==> config.mk <==
export PLATFORM = sky130hd
export DESIGN_NAME = key_sideload_serializer
export DESIGN_NICKNAME = d
export VERILOG_FILES = /design/src/rtl/key_sideload_serializer.sv
export SDC_FILE = /design/constraint.sdc
export NUM_CORES = 1
export LEC_CHECK = 0
export CORE_ASPECT_RATIO = 1.2
export CORE_MARGIN = 3
export CORE_UTILIZATION = 48
export DETAILED_ROUTE_END_ITERATION = 12
export PLACE_DENSITY = 0.89
export SLEW_MARGIN = 40
export SYNTH_ARGS = -nofsm -noshare
export SYNTH_HDL_FRONTEND = slang
export SYNTH_SLANG_ARGS = --single-unit
==> constraint.sdc <==
create_clock -name clk_i -period 2.2 [get_ports clk_i]
set_clock_uncertainty 0.2 [all_clocks]
set_input_delay 0.55 -clock clk_i [delete_from_list [all_inputs] [get_ports clk_i]]
set_output_delay 0.55 -clock clk_i [all_outputs]
set_load 0.01 [all_outputs]
==> src/rtl/key_sideload_serializer.sv <==
// -----------------------------------------------------------------------------
// key_sideload_serializer
//
// Captures a multi-share sideload key (Shares x KeyWidth, packed share-major)
// in a single beat and streams it out as WordWidth-bit words over a
// valid/ready interface. With Unmask=1 the shares are XOR-combined and one
// word per index is emitted. The key buffer is wiped after every stream and
// on clear, so key material never lingers once a stream has ended.
//
// Ports:
//   clk_i         clock, all logic on the rising edge
//   rst_i         synchronous reset, active-high
//   key_valid_i   key_i valid
//   key_ready_o   block idle, accepts a key
//   key_i         packed [Shares-1:0][KeyWidth-1:0] key
//   clear_i       abort the current stream and wipe the buffer
//   word_valid_o  word_data_o valid
//   word_ready_i  consumer accepts the word
//   word_data_o   current word (0 whenever word_valid_o is low)
//   word_share_o  share of the current word (0 when Unmask=1)
//   word_idx_o    word index within the share
//   word_last_o   current word is the final one of the stream
//   done_o        one-cycle pulse after the final word handshake
// -----------------------------------------------------------------------------
module key_sideload_serializer #(
    parameter int Shares    = 2,
    parameter int KeyWidth  = 64,
    parameter int WordWidth = 32,
    parameter int Unmask    = 0,
    localparam int NumWords = KeyWidth / WordWidth,
    localparam int IdxW     = (NumWords > 1) ? $clog2(NumWords) : 1,
    localparam int ShW      = (Shares > 1) ? $clog2(Shares) : 1
) (
    input  logic                         clk_i,
    input  logic                         rst_i,
    input  logic                         key_valid_i,
    output logic                         key_ready_o,
    input  logic [Shares*KeyWidth-1:0]   key_i,
    input  logic                         clear_i,
    output logic                         word_valid_o,
    input  logic                         word_ready_i,
    output logic [WordWidth-1:0]         word_data_o,
    output logic [ShW-1:0]               word_share_o,
    output logic [IdxW-1:0]              word_idx_o,
    output logic                         word_last_o,
    output logic                         done_o
);

    if (KeyWidth % WordWidth != 0) begin : g_bad_key_width
        $error("KeyWidth must be a multiple of WordWidth");
    end
    if (Shares < 1) begin : g_bad_shares
        $error("Shares must be at least 1");
    end

    typedef enum logic [1:0] {
        ST_IDLE,
        ST_STREAM,
        ST_WIPE
    } state_e;

    localparam logic [IdxW-1:0] IdxLast = IdxW'(NumWords - 1);
    localparam logic [ShW-1:0]  ShLast  = ShW'(Shares - 1);

    state_e                          state;
    logic [Shares-1:0][KeyWidth-1:0] key_buf;
    logic [ShW-1:0]                  sh;
    logic [IdxW-1:0]                 idx;
    logic                            done_q;

    logic                 last_word;
    logic                 handshake;
    logic [WordWidth-1:0] word_mux;

    // In unmask mode the share counter never advances, so the last word is
    // simply the last index.
    assign last_word = (idx == IdxLast) && ((Unmask != 0) || (sh == ShLast));
    assign handshake = (state == ST_STREAM) && word_ready_i;

    // NOTE: every variable assigned in always_comb gets a default first so no
    // path can leave it unassigned and infer a latch.
    always_comb begin
        word_mux = '0;
        if (Unmask != 0) begin
            for (int s = 0; s < Shares; s++) begin
                word_mux = word_mux ^ key_buf[s][idx*WordWidth +: WordWidth];
            end
        end else begin
            word_mux = key_buf[sh][idx*WordWidth +: WordWidth];
        end
    end

    // NOTE: sequential state uses non-blocking assignments only, so every
    // register samples its inputs from before the clock edge.
    always_ff @(posedge clk_i) begin
        if (rst_i) begin
            state   <= ST_IDLE;
            // NOTE: the key buffer is deliberately reset; it holds secret
            // material and must read zero after reset, unlike a plain
            // datapath memory that would be left unreset.
            key_buf <= '0;
            sh      <= '0;
            idx     <= '0;
            done_q  <= 1'b0;
        end else begin
            done_q <= 1'b0;
            case (state)
                ST_IDLE: begin
                    // clear_i takes priority over a simultaneous key offer.
                    if (key_valid_i && !clear_i) begin
                        key_buf <= key_i;
                        sh      <= '0;
                        idx     <= '0;
                        state   <= ST_STREAM;
                    end
                end
                ST_STREAM: begin
                    if (clear_i || (handshake && last_word)) begin
                        // Wipe on entry to WIPE so the buffer already reads
                        // zero during the WIPE cycle.
                        key_buf <= '0;
                        sh      <= '0;
                        idx     <= '0;
                        done_q  <= !clear_i;
                        state   <= ST_WIPE;
                    end else if (handshake) begin
                        if (idx == IdxLast) begin
                            idx <= '0;
                            sh  <= sh + 1'b1;
                        end else begin
                            idx <= idx + 1'b1;
                        end
                    end
                end
                ST_WIPE: begin
                    state <= ST_IDLE;
                end
                default: begin
                    state <= ST_IDLE;
                end
            endcase
        end
    end

    assign key_ready_o  = (state == ST_IDLE);
    assign word_valid_o = (state == ST_STREAM);
    assign word_data_o  = word_valid_o ? word_mux : '0;
    assign word_share_o = (Unmask != 0) ? '0 : sh;
    assign word_idx_o   = idx;
    assign word_last_o  = word_valid_o && last_word;
    assign done_o       = done_q;

endmodule

==> reports/results.tsv <==
metric	value	unit
status	complete, but fails checks	
violations	negative setup slack	
grt_pass1_vias	5341	
hold_class	register to register	
final_cell_mix	clkdlybuf4s50_1, nand2b_1, dfxtp_1	
ys_dominant_reg_cell	dfxtp_1	
yosysSeqAreaShare	0.4414	
place_congestion	0.7882	
ys_ff_latch	133	
drtAntennaViolNets	0	
worstSkewPairLatency	410	ps
core-area	0.01217	mm²
critPathMaxFanout	5	
cts_root_buf	clkbuf_16	
path_delay_family	buffers and inverters	
netlist_area	0.006032	mm²
r2r_start	word_idx_o$_SDFFE_PP0P_	
syn_area_per_cell	11.30	µm²
synth-edff-count	0	
critPathMostFrequentCell	buf_12	
path_buf_inv	4	
fin_crit_sh	1.199	
maxSlewHeadroom	0.7079	
grt_overflow	0	
dp_hpwl	11170	µm
post_drt_via_cell_ratio	5.582	
drt-total-wl	17140	µm
cts_tree	built	
p_leak	3.049	nW
design_area	0.008907	mm²
cts_buffers	17	
totalPowerFinal	0.005992	W
worst_slack	-438.3	ps
fmax	379.0	MHz
yosysWarnings	0	
drt_iter0_drc	216	
cts.sinks	133	
die_w	108.3	µm
cp-end-kind	output port	
portBuffers	170	
io_pins	171	
startpoint	word_idx_o$_SDFFE_PP0P_	
clk_pin_slew	60	ps
pre_cts_ws	-277.4	ps
nNetsFinal	853	
vias	4985	
cts.path.max_buffers	2	
worstSetupPathType	register to output port	
netlist_instances	534	
dr.pass1.iters	4	
grt_antenna_before_repair	0	
grt_pass1_wl	26680	µm
min_period	2638	ps
drv_slew	0	
max_slew.worst_pin.slew	437.2	ps
power.density	672.7	mW/mm²
setup_viol	33	
grt_use_total	0.2494	
drive_gt1_frac	0.2309	
initial_utilization	0.4958	
vdd_drop_max	0.5210	mV
max_cap_violations	0	
route.detailed.drc	0	
cp_cell_sequence	buf_12, buf_12, buf_16, mux4_2, nor2b_1, buf_2	
final_common_cell	clkdlybuf4s50_1	
placed_area	0.008082	mm²
min_from	key_buf[77]$_SDFFE_PP0P_	
crit_arrival	1890	ps
fp.dieH	128.8	µm
cpPeakStageDelay	480	ps
nFillCells	814	
crit_required	1450	ps
grt_max_degree	132	
critical-path-slowest-cell	mux4_2	
diodes	0	
finalHoldViolations	0	
ys_async_sr_fraction	0	
htreeDepth	4	
rsz0062_at_grt	yes	
die_area	0.01395	mm²
rows	44	
area_growth	47.67	%
hold_ws	262.4	ps
startpoint_type	register	
drt-wirelength-per-cell	19.19	µm
ys_types	27	
syn_nets	667	
postCtsHoldBufs	0	
[state kept, by name (all words and copies together), names as in the netlist]
name	flops
word_share_o	1
key_buf	128
word_idx_o	1
state	2
done_o	1
[worst register-to-register path, cell delays in order (launching register included)]
cell	delay, ps
dfxtp_4	360
buf_12	130
buf_12	140
buf_4	120
buf_4	110
nand3_1	110
a221oi_4	260
buf_4	220
buf_12	180
o2bb2ai_1	120
[layout make-up]
class	count	area, µm²	area share
Clock inverter	10	80.08	0.008990
Inverter	3	11.26	0.001264
Sequential cell	133	2670	0.2998
Clock buffer	21	480.5	0.05394
Timing Repair Buffer	220	2312	0.2596
Multi-Input combinational cell	345	3152	0.3538
Tap cell	161	201.4	0.02262
[layer usage]
layer / vias up / track usage / share of wire
met5: - / 0 / 0
met4: 0 / 0.1486 / 0.042
met3: 61 / 0.04867 / 0.043
met2: 177 / 0.4385 / 0.53
met1: 2417 / 0.2779 / 0.38
li1: 2330 / - / -
[power by group]
part	leakage (nW)	switching (W)	total [W]	internal, W
combinational	1.68	0.000292	0.000763	0.000471
sequential	1.09	0.0000596	0.00258	0.00252
clock	0.280	0.00100	0.00265	0.00165
total	3.05	0.00135	0.00599	0.00464
[through the flow]
stage / utilization / cells / setup TNS [ps]
floorplan: - / 534 / -584.1
global placement: 0.6642 / 850 / -24630
detailed placement: 0.6642 / 850 / -27590
CTS: 0.7214 / 894 / -13100
global route: 0.7321 / 893 / -13550
finish: 0.7321 / 893 / -11520
[Yosys cell counts, drive strengths merged (2+ instances only)]
cell type,count,area [µm²]
mux4,32,720.7
o2bb2ai,128,1121
clkbuf,19,71.32
a21oi,2,10.01
dfxtp,133,2663
inv,3,11.26
buf,34,281.5
and3,2,12.51
nor2,3,11.26
nor2b,33,206.5
nand2b,132,825.8
[cell families after synthesis]
| family | after synthesis | share of synthesized area |
|---|---|---|
| buffers and inverters | 56 | 0.06036 |
| flip-flops | 133 | 0.4414 |
| AND/OR/NAND/NOR | 179 | 0.1856 |
| multiplexers | 32 | 0.1195 |
| AO/OA/AOI/OAI | 134 | 0.1931 |
[what timing repair did]
action / CTS / global route
setup endpoints to repair: 37 / 157
resized for setup: 155 / 35
hold endpoints to repair: 0 / 0
cloned: 6 / 0
buffers inserted: 7 / 3
[final timing paths]
path,endpoint,slack (ps),depth (start not counted)
setup / recovery,word_data_o[30],-440,6
hold / removal,key_buf[77]$_SDFFE_PP0P_,260,2
setup reg to reg,key_buf[64]$_SDFFE_PP0P_,130,9
hold reg to reg,key_buf[77]$_SDFFE_PP0P_,260,2
Power figures use the tool's default switching activity.
